## src/rtl/alu.sv

```systemverilog
// 8-bit registered ALU with a Game Boy style operation set and {Z,N,H,C} flags.
// One combinational compute stage feeds the result and flag registers (1-cycle latency).
module alu (
    input  logic       clock,
    input  logic       reset,
    input  logic [7:0] A,
    input  logic [7:0] B,
    input  logic [3:0] flags_in,
    input  logic [2:0] operation,
    output logic [7:0] Z,
    output logic [3:0] flags_out
);

    typedef enum logic [2:0] {
        OP_ADD = 3'd0,
        OP_ADC = 3'd1,
        OP_SUB = 3'd2,
        OP_SBC = 3'd3,
        OP_AND = 3'd4,
        OP_XOR = 3'd5,
        OP_OR  = 3'd6,
        OP_CP  = 3'd7
    } op_t;

    op_t        op;
    logic       cin;
    logic [8:0] wide;
    logic [4:0] nib;
    logic [7:0] result;
    logic [7:0] z_next;
    logic       flag_n;
    logic       flag_h;
    logic       flag_c;
    logic       unused_flags;

    assign op           = op_t'(operation);
    // Only the carry bit of the incoming flags participates.
    assign unused_flags = ^flags_in[3:1];

    always_comb begin
        cin    = 1'b0;
        wide   = 9'h000;
        nib    = 5'h00;
        result = 8'h00;
        flag_n = 1'b0;
        flag_h = 1'b0;
        flag_c = 1'b0;
        case (op)
            OP_ADD, OP_ADC: begin
                cin    = (op == OP_ADC) ? flags_in[0] : 1'b0;
                wide   = {1'b0, A} + {1'b0, B} + {8'h00, cin};
                nib    = {1'b0, A[3:0]} + {1'b0, B[3:0]} + {4'h0, cin};
                result = wide[7:0];
                flag_h = nib[4];
                flag_c = wide[8];
            end
            OP_SUB, OP_SBC, OP_CP: begin
                // Bit 8 / bit 4 of the extended difference is the borrow out.
                cin    = (op == OP_SBC) ? flags_in[0] : 1'b0;
                wide   = {1'b0, A} - {1'b0, B} - {8'h00, cin};
                nib    = {1'b0, A[3:0]} - {1'b0, B[3:0]} - {4'h0, cin};
                result = wide[7:0];
                flag_n = 1'b1;
                flag_h = nib[4];
                flag_c = wide[8];
            end
            OP_AND: begin
                result = A & B;
                flag_h = 1'b1;
            end
            OP_XOR: result = A ^ B;
            OP_OR:  result = A | B;
            default: result = 8'h00;
        endcase
        z_next = (op == OP_CP) ? A : result;
    end

    always_ff @(posedge clock or posedge reset) begin
        if (reset) begin
            Z         <= 8'h00;
            flags_out <= 4'h0;
        end else begin
            Z         <= z_next;
            flags_out <= {(result == 8'h00), flag_n, flag_h, flag_c};
        end
    end

endmodule

```

## config.mk

```make
export PLATFORM = sky130hd
export DESIGN_NAME = alu
export DESIGN_NICKNAME = d
export VERILOG_FILES = /design/src/rtl/alu.sv
export SDC_FILE = /design/constraint.sdc
export NUM_CORES = 1
export LEC_CHECK = 0
export CAP_MARGIN = 20
export CELL_PAD_IN_SITES_DETAIL_PLACEMENT = 1
export CELL_PAD_IN_SITES_GLOBAL_PLACEMENT = 1
export CORE_ASPECT_RATIO = 2
export CORE_MARGIN = 3
export CORE_UTILIZATION = 35
export CTS_CLUSTER_DIAMETER = 80
export DETAILED_ROUTE_END_ITERATION = 12
export GPL_TIMING_DRIVEN = 0
export PLACE_DENSITY_LB_ADDON = 0.25
export SLEW_MARGIN = 20
export SYNTH_ARGS = -nofsm -noshare
export SYNTH_HDL_FRONTEND = slang
export SYNTH_SLANG_ARGS = --single-unit
```

## constraint.sdc

```tcl
create_clock -name clock -period 0.8 [get_ports clock]
set_input_delay 0.16 -clock clock [delete_from_list [all_inputs] [get_ports clock]]
set_output_delay 0.16 -clock clock [all_outputs]
set_load 0.005 [all_outputs]
```

Word level (Yosys, flattened, before mapping)
Index checks and enable logic that the tools add are counted.
W data, S select, Z words.
{"block": "op_classes", "add_sub_neg": 8, "n_eq_ne": 7, "muxes": 7, "n_bitwise": 3, "n_reduce_logical": 4}
{"cell": "$pmux W8 S5", "count": 1}
{"cell": "$eq A3 B3 Y1 const B", "count": 4}
{"cell": "$add A8 B8 Y9", "count": 1}
{"cell": "$add A9 B1 Y9", "count": 1}
{"cell": "$sub A8 B8 Y9", "count": 1}
{"cell": "$sub A9 B1 Y9", "count": 1}
{"cell": "$and A8 B8 Y8", "count": 1}
{"cell": "$logic_not A8 Y1", "count": 1}
{"cell": "$mux W8", "count": 1}
{"cell": "$or A8 B8 Y8", "count": 1}
{"cell": "$xor A8 B8 Y8", "count": 1}
{"cell": "$eq A3 B2 Y1 const B", "count": 2}
{"cell": "$add A4 B4 Y5", "count": 1}
{"cell": "$add A5 B1 Y5", "count": 1}
{"cell": "$sub A4 B4 Y5", "count": 1}
{"cell": "$sub A5 B1 Y5", "count": 1}
{"cell": "$eq A3 B1 Y1 const B", "count": 1}
{"cell": "$logic_not A3 Y1", "count": 1}
{"cell": "$mux W1", "count": 3}
{"cell": "$pmux W1 S3", "count": 1}
{"cell": "$reduce_or A3 Y1", "count": 1}
{"cell": "$pmux W1 S2", "count": 1}
{"cell": "$reduce_or A2 Y1", "count": 1}
{"block": "word_totals", "register_bits": 12, "input_bits": 25, "out_inout_bits": 12}

Depth between registers and ports, before layout
{"block": "depth", "ltp_word": 5, "mapped_depth": 13}

Least setup slack after synthesis
No wires, ideal clock.
{"block": "synth_path", "path_kind": "input-to-reg", "start": "in operation[1]", "end": "reg flags_out[3]", "setup_time_ns": 0.121, "t_arrival_ns": 2.886, "slack_ns": -2.207, "cell_stages": 12, "cell_sequence": "buf_2 > buf_2 > buf_2 > nand4b_1 > fa_1 > fa_1 > or2_2 > a21oi_1 > nand3_1 > a32o_1 > o2111a_1 > and4b_1"}
{"block": "synth_between", "elab_chain_cells": 5, "elab_cells_between_ends": 16}
{"element": "start, declared", "line": "9", "rtl": "input logic [2:0] operation,"}
{"element": "$eq A3 B2 Y1 or $eq A3 B1 Y1 (tied branches)"}
{"element": "$mux W1, on equally long branches", "line": "59, 50"}
{"element": "$sub A9 B1 Y9 or $add A9 B1 Y9 (tied branches)", "line": "60, 51"}
{"element": "$pmux W8 S5 *", "line": "48", "rtl": "case (op)"}
{"element": "$logic_not A8 Y1 *", "line": "84", "rtl": "flags_out <= {(result == 8'h00), flag_n, flag_h, flag_c};"}
{"element": "end signal, assigned", "line": "84"}
{"element": "end, declared", "line": "11", "rtl": "output logic [3:0] flags_out"}
Every way passes the cells marked *; elsewhere a longest branch is shown, timed or not.

Worst setup path after layout
{"block": "layout_path", "start": "in operation[2]", "end": "reg flags_out[3]"}
The elaborated chain is that of the path after synthesis.

==> out/results.txt <==
worst setup path category: primary input to flop
Netlist cell types: 51
Post-synth ARST share: 1.000
Hold Crit Depth: 3
1st-iter DRT viols: 52
die area: 6241 um^2
fmax: 377.1 MHz
HP Class: primary input to flop
Antenna Violating Nets Remaining: 0
# nets final: 344
total track usage: 0.2167
RSZ-0062 raised after global routing: true
overall die height: 108.8 um
power density over cell area: 1219 nW/um^2
crit share post-route: 3.314
Final HPWL DP: 5008 um
crit path DAT: 2.77 ns
DP Worst Slack: -2.820 ns
core area: 5000 um^2
RePlAce Congestion: 0.9477
synthesized area per cell: 7.931 um^2
VDD IR max: 1252 uV
layout cell share with drive strength beyond 1: 0.3322
Slew HR: 0.4849
final WL: 6595 um
1st-pass router iterations: 4
clock buffer depth: 2
Synth top area share: 0.2031
DP Cell Count: 321
ys flop type: dfrtp_1
Synth Net Count: 292
drt drc: 0
register area: 300.3 um^2
min Tclk post-route: 2.652 ns
post-synthesis sequential area ratio: 0.1625
Initial Utilization: 0.3696
final setup violation count: 23
vias post-DR: 1932
Worst setup EP type: flop
fin cells: 340
Post-Syn Area: 1848 um^2
Critical Path RT: 0.92 ns
Via-to-Cell Ratio: 5.682
CP Max Fanout: 3
clk sinks: 12
FILL cells: 590
CTS root buf: clkbuf_8
largest net degree at the start of global routing: 13
H-tree depth: 1
design area: 2705 um^2
Post-Synthesis Cells: 233
gr ovfl total: 0
max-cap viol count: 0
initial antenna violation count: 0
Post-synth EDFFs: 0
ranking of synthesized cells by area: ha_1 (20%), dfrtp_1 (16%), inv_1 (6.1%), a21oi_1 (5.7%), fa_1 (4.3%)
worst-margin pin slew: 0.7699 ns
Worst Hold Launch: operation[1]
I/O Buffers: 31
chip width: 57.38 um
total design power: 3.299 mW
Synth top cells by count: ha_1 (30), inv_1 (30), a21oi_1 (21)
area leader, netlist: ha_1
Yosys reg bits: 12
num ports: 37
Worst Hold End: flags_out[2]
first-pass GRT wire length: 10280 um
CP startpoint kind: primary input
row count: 36
number of global-route vias before repair: 2034
Num CTS Buffers: 3
Routed wire per std cell: 19.40 um
dpl cell area: 2317 um^2
failing checks: setup timing
Area Overhead vs Synth: 46.38%
CTS tree: built
leakage power: 1.213 nW
ANT cells: 0
Reg clk slew, reported paths: 0.05 ns
YS warnings: 0
Max Slew Vio Count: 0
Fin. Hold Viols: 0
status: finished, violations left
area occupied by multi-input gates: 1668 um^2
final worst slack: -1.852 ns
==> cells in the final DEF, fill, tap and decap left out, types with 7 or more instances in the layout <==
cell | synthesis | layout
o21ai_2 | 0 | 7
ha_4 | 0 | 7
inv_1 | 30 | 28
dfrtp_1 | 12 | 12
buf_2 | 5 | 13
nor2_1 | 16 | 14
ha_1 | 30 | 21
o21ai_0 | 16 | 7
a21oi_1 | 21 | 13
nand2_1 | 15 | 14
clkdlybuf4s50_1 | 0 | 12
buf_4 | 0 | 12
==> area by class of cell <==
type                            count  area share
Buffer                              9     0.04440
Clock buffer                        3     0.01526
Inverter                           31     0.04487
Multi-Input combinational cell    181      0.6166
Sequential cell                    12      0.1110
Tap cell                           57     0.02636
Timing Repair Buffer               47      0.1415
==> power breakdown <==
part	internal, mW	leakage (nW)	switching (mW)	total, mW
Sequential	0.700	0.146	0.0224	0.723
Combinational	0.974	1.05	1.07	2.05
Clock	0.330	0.0216	0.198	0.528
==> registers in the layout, summed over array words and instances, names as in the netlist <==
register / flops
Z: 8
flags_out: 4
==> cell families (layout without fill, tap and decap cells) <==
| logic type | after synthesis | after routing | share of synthesized area |
|---|---|---|---|
| xor+xnor | 8 | 8 | 0.03792 |
| mux | 6 | 6 | 0.03250 |
| flops | 12 | 12 | 0.1625 |
| buf+inv | 40 | 90 | 0.09546 |
| simple gates | 69 | 69 | 0.2038 |
| compound gates | 64 | 64 | 0.2214 |
| fa+ha+maj | 34 | 34 | 0.2464 |
==> per-stage QoR <==
step | hold WS (ns) | util | setup TNS (ns)
floorplan | 0.02470 | - | -17.04
global placement | 0.4717 | 0.4635 | -30.15
detailed placement | 0.4736 | 0.4635 | -30.89
CTS | 0.2282 | 0.5258 | -17.88
global route | 0.2304 | 0.5410 | -19.45
finish | 0.2395 | 0.5410 | -18.49
==> worst max-delay path, cell delays in order <==
cell and delay (ns):
buf_8 0.10, buf_8 0.11, buf_8 0.11, nand4b_1 0.20
fa_2 0.46, fa_2 0.43, or2_4 0.26, a22o_1 0.22
a32oi_2 0.30, nor2_1 0.10, o2111a_1 0.13, and4b_1 0.20
==> per-layer routing <==
layer  share of wire  vias to the layer above  GRT usage
li1                -                      922          -
met5               0                        -          0
met1            0.36                      942     0.2142
met2            0.57                       48     0.4207
met4           0.056                        0     0.1144
met3           0.023                       20    0.02370
==> worst max-delay path by stage <==
stage	endpoint	slack, ns	cells past startpoint	start
6_report	flags_out[3]	-1.85	12	operation[2]
3_3_place_gp	flags_out[3]	-2.83	13	operation[2]
2_1_floorplan	flags_out[3]	-1.79	12	operation[1]
5_1_grt	flags_out[3]	-1.89	12	operation[2]
3_5_place_dp	flags_out[3]	-2.82	13	operation[2]
4_1_cts	flags_out[3]	-1.82	12	operation[2]
==> timing repair <==
action | CTS | global route
hold buffers | 0 | 0
resized for setup | 111 | 14
pin swaps | 27 | 14
setup buffers | 13 | 3
endpoints found under the setup margin | 24 | 23
No activity file was read; power rests on OpenSTA's default activity.
==> RTL edit 1, RTL diff (same settings) <==
Put one more register stage on the output `flags_out`. The value now appears one clock later. The other outputs are not delayed to match.
--- a/src/rtl/alu.sv
+++ b/src/rtl/alu.sv
@@ -22,4 +22,6 @@
         OP_CP  = 3'd7
     } op_t;
+
+    logic [3:0] flags_s0;
 
     op_t        op;
@@ -79,9 +81,13 @@
         if (reset) begin
             Z         <= 8'h00;
-            flags_out <= 4'h0;
+            flags_s0 <= 4'h0;
         end else begin
             Z         <= z_next;
-            flags_out <= {(result == 8'h00), flag_n, flag_h, flag_c};
+            flags_s0 <= {(result == 8'h00), flag_n, flag_h, flag_c};
         end
+    end
+
+    always_ff @(posedge clock) begin
+        flags_out <= flags_s0;
     end
 
Behaviour: not the same (a bounded check fails within 4 cycles, from zero or initial values and one cycle with reset high).
==> RTL edit 1 against the unedited design <==
The run still ends with setup timing left; combinational power down 13%; sequential share of layout area is 3.5 points higher; power up 3.9%; setup slack got worse by 0.18 ns; routed wire length down 2.5%; design area decreased by 3.2%; sequential cell count increased by 4; synthesized area up 2.8%; critical endpoint is now flags_s0[3]; largest cell class unchanged.
==> RTL edit 1: results (changes against the unedited design) <==
| Metric | Value |
|---|---|
| Multiplexer share of the synthesized area | 0.05267 (was 0.03250) |
| Pint | 2.183 mW (was 2.004 mW) |
| Synth Area in XOR/XNOR | 0.03687 (was 0.03791) |
| Comb group | 1.78 mW (was 2.05 mW) |
| Total Wirelength | 6427 um (was 6595 um) |
| Synth Area in Adders | 0.2396 (was 0.2464) |
| Synth-to-Final Area Change | 37.79% (was 46.38%) |
| Asr flop ratio synth | 0.7500 (was 1.000) |
| Dpl hpwl | 5015 um (was 5008 um) |
| Static Leak | 1.182 nW (was 1.213 nW) |
| Met3 wire len | 153 um (was 151 um) |
| Top cell types by occurrence after synthesis | ha_1 (30), inv_1 (27), nand2_1 (20) (was ha_1 (30), inv_1 (30), a21oi_1 (21)) |
| Top Registers | Z x8, flags_out x4, flags_s0 x4 (was Z x8, flags_out x4) |
| Slowest CP cell | fa_1 (was fa_2) |
| Routed wl met2 | 3683 um (was 3729 um) |
| Routed met1 length | 2191 um (was 2346 um) |
| Hold slack final | 0.2269 ns (was 0.2395 ns) |
| Failing checks | setup timing (unchanged) |
| First-pass GRT wire length | 10,380 um (was 10,280 um) |
| Post-CTS Resized | 98 (was 111) |
| Count of final setup violators | 23 (unchanged) |
| Status | finished with violations (unchanged) |
| Vias in the first global route | 2,094 (was 2,034) |
| Worst VDD drop | 0.001364 V (was 0.001252 V) |
| Placed insts | 322 (was 321) |
| Final worst slack | -2.032 ns (was -1.852 ns) |
| Place WS | -2.897 ns (was -2.820 ns) |
[RTL edit 1: changes by cell type after synthesis, sizes merged, moves of 3 or more]
| cell | before | now |
|---|---|---|
| mux2 | 0 | 5 |
| dfxtp | 0 | 4 |
| inv | 31 | 27 |
| nand2 | 16 | 20 |
| nor3 | 8 | 4 |
| a21oi | 21 | 18 |
| o211ai | 1 | 4 |
| o22ai | 1 | 4 |
[RTL edit 1: metal layers]
| metal | vias to the layer above | track usage |
|---|---|---|
| met5 | - | 0 |
| met1 | 964 | 0.2112 |
| met4 | 0 | 0.1078 |
| li1 | 916 | - |
| met2 | 47 | 0.4223 |
| met3 | 29 | 0.01632 |
[RTL edit 1: final cells by class]
type / count / share of cell area
Buffer: 10 / 0.04252
Clock buffer: 4 / 0.02102
Inverter: 27 / 0.03966
Multi-Input combinational cell: 180 / 0.5815
Sequential cell: 16 / 0.1457
Tap cell: 58 / 0.02771
Timing Repair Buffer: 45 / 0.1419
==> RTL edit 2, RTL diff (same settings) <==
Made on the original files. Reset style: synchronous (`reset`), changed in one clocked block.
--- a/src/rtl/alu.sv
+++ b/src/rtl/alu.sv
@@ -76,5 +76,5 @@
     end
 
-    always_ff @(posedge clock or posedge reset) begin
+    always_ff @(posedge clock) begin
         if (reset) begin
             Z         <= 8'h00;
Function: differs if reset is asserted again (counterexample within 4 cycles, from zero or initial values and one cycle with reset high); with reset held inactive, the same outputs for 10 cycles.
==> RTL edit 2 against the unedited design <==
The run still ends with setup timing left; global-route usage grew 2.0 points; power rose by 11%; first-iteration DRC count shrank 40%; routed wire length is 19% higher; design area rose by 5.4%; setup slack worse by 0.045 ns; critical path depth unchanged; clock power rose by 31%; synthesized area down 1.5%; sequential cell count unchanged; sequential power shrank 6.2%; worst hold slack gained 0.13 ns; critical path type unchanged.
==> RTL edit 2: results (changes against the unedited design) <==
| Metric | Value |
|---|---|
| Routed vias | 2,163 (was 1,932) |
| Asr flop ratio synth | 0 (was 1.000) |
| Worst VDD drop | 0.0009079 V (was 0.001252 V) |
| Largest stage delay on the critical path | 0.43 ns (was 0.46 ns) |
| Family with the most delay on the worst path | simple AND/OR/NAND/NOR gates (was adder cells) |
| Initial antenna violation count | 0 (unchanged) |
| Reg clk slew, reported paths | 0.07 ns (was 0.05 ns) |
| Hold crit path type | in2reg (unchanged) |
| Diodes inserted | 0 (unchanged) |
| Failing checks | setup timing (unchanged) |
| Top Registers | Z x8, flags_out x4 (unchanged) |
| Pint | 2.179 mW (was 2.004 mW) |
| Worst-margin pin slew | 0.6616 ns (was 0.7699 ns) |
| Layout cell share with drive strength beyond 1 | 0.3946 (was 0.3322) |
| Clock root cell | clkbuf_8 (unchanged) |
| WP data arrival | 2.82 ns (was 2.77 ns) |
| Dpl hpwl | 5069 um (was 5008 um) |
| Total GRT Usage | 0.2362 (was 0.2167) |
| First-pass GRT wire length | 11,180 um (was 10,280 um) |
| Nets | 359 (was 344) |
| Dominant synthesized flop cell | dfxtp_1 (was dfrtp_1) |
| Pin count of the biggest net entering global routing | 11 (was 13) |
| H-Tree Depth | 1 (unchanged) |
| WL/cell | 22.12 um (was 19.40 um) |
| Final ANT Viol Nets | 0 (unchanged) |
| First drt pass iteration count | 4 (unchanged) |
| Post-synth EDFFs | 0 (unchanged) |
| RePlAce Congestion | 0.8417 (was 0.9477) |
| Maximum root-to-sink buffer count | 2 (unchanged) |
| Sequential share of the synthesized area | 0.1320 (was 0.1625) |
| Syn nets | 295 (was 292) |
| Slowest CP cell | or4_4 (was fa_2) |
| Top cell types by occurrence after synthesis | ha_1 (30), nor2_1 (24), inv_1 (23) (was ha_1 (30), inv_1 (30), a21oi_1 (21)) |
| Port bufs | 33 (was 31) |
| Final worst slack | -1.897 ns (was -1.852 ns) |
| Status | finished with violations (unchanged) |
| Synth top area cells | ha_1 (21%), dfxtp_1 (13%), nor2_1 (4.9%), inv_1 (4.7%), fa_1 (4.4%) (was ha_1 (20%), dfrtp_1 (16%), inv_1 (6.1%), a21oi_1 (5.7%), fa_1 (4.3%)) |
| Max FO, Critical Path | 4 (was 3) |
| First-iteration detailed-routing DRC count | 31 (was 52) |
| Distinct cells, synth | 53 (was 51) |
| Synth warn | 0 (unchanged) |
| Count of final setup violators | 24 (was 23) |
| Cts bufs inserted | 3 (unchanged) |
| Static Leak | 1.296 nW (was 1.213 nW) |
## RTL edit 2: cell types whose count changed after synthesis, moves of 4 or more
cell / delta
o21a_1: +5
inv_1: -7
a211oi_1: +4
a21oi_1: -6
dfxtp_1: +12
nor2_1: +8
nand2_1: -5
dfrtp_1: -12
nand3b_1: -4
## RTL edit 2: per-layer routing
layer	wire length, um	vias to the layer above	track usage
li1	-	964	-
met2	4261	87	0.4157
met5	0	-	0
met3	252	41	0.03226
met1	2702	1071	0.2379
met4	658	0	0.1957
## RTL edit 2: stage by stage
stage                     cell area, um^2  setup slack (ns)  instances  TNS [ns]
after floorplan                      1906            -1.886        236    -16.20
after global placement               2307            -2.762        326    -28.80
after detailed placement             2307            -2.801        326    -29.23
after CTS                            2641            -1.940        347    -17.72
after global routing                 2851            -1.972        356    -19.06
final                                2851            -1.897        356    -17.77
## RTL edit 2: power by group through the flow
stage	Clock (mW)	Combinational (mW)	Sequential [mW]
CTS	0.693	1.92	0.678
global placement	0	1.59	0.686
global route	0.730	2.42	0.685
detailed placement	0	1.62	0.690
floorplan	0	1.04	0.698
finish	0.693	2.28	0.678
## RTL edit 2: cells by family (layout without fill, tap and decap cells)
kind of cell / after synthesis / count (layout) / synth area share
simple gates: 73 / 73 / 0.2083
buf+inv: 34 / 97 / 0.07766
compound gates: 69 / 69 / 0.2536
mux: 5 / 5 / 0.03505
flops: 12 / 12 / 0.1320
fa+ha+maj: 34 / 34 / 0.2502
xor+xnor: 9 / 9 / 0.04330
## RTL edit 2: timing repair
action,in CTS,in global routing
cloned,0,0
buffers inserted,17,9
pin swaps,21,20
gates resized for setup,115,38
endpoints found under the setup margin,24,24
## RTL edit 2: area by class of cell
class | count | area (um^2)
sequential | 12 | 244.0
tap | 57 | 71.32
fill | 594 | 2103
timing repair buffer | 59 | 491.7
buffer | 11 | 133.9
inverter | 23 | 86.33
multi-input combinational | 190 | 1769
clock buffer | 4 | 55.05
## RTL edit 2: worst paths after layout
path	from	endpoint	slack (ns)	depth (start not counted)
worst max-delay path	operation[2]	flags_out[3]	-1.90	12
worst min-delay path	reset	Z[6]	0.37	3
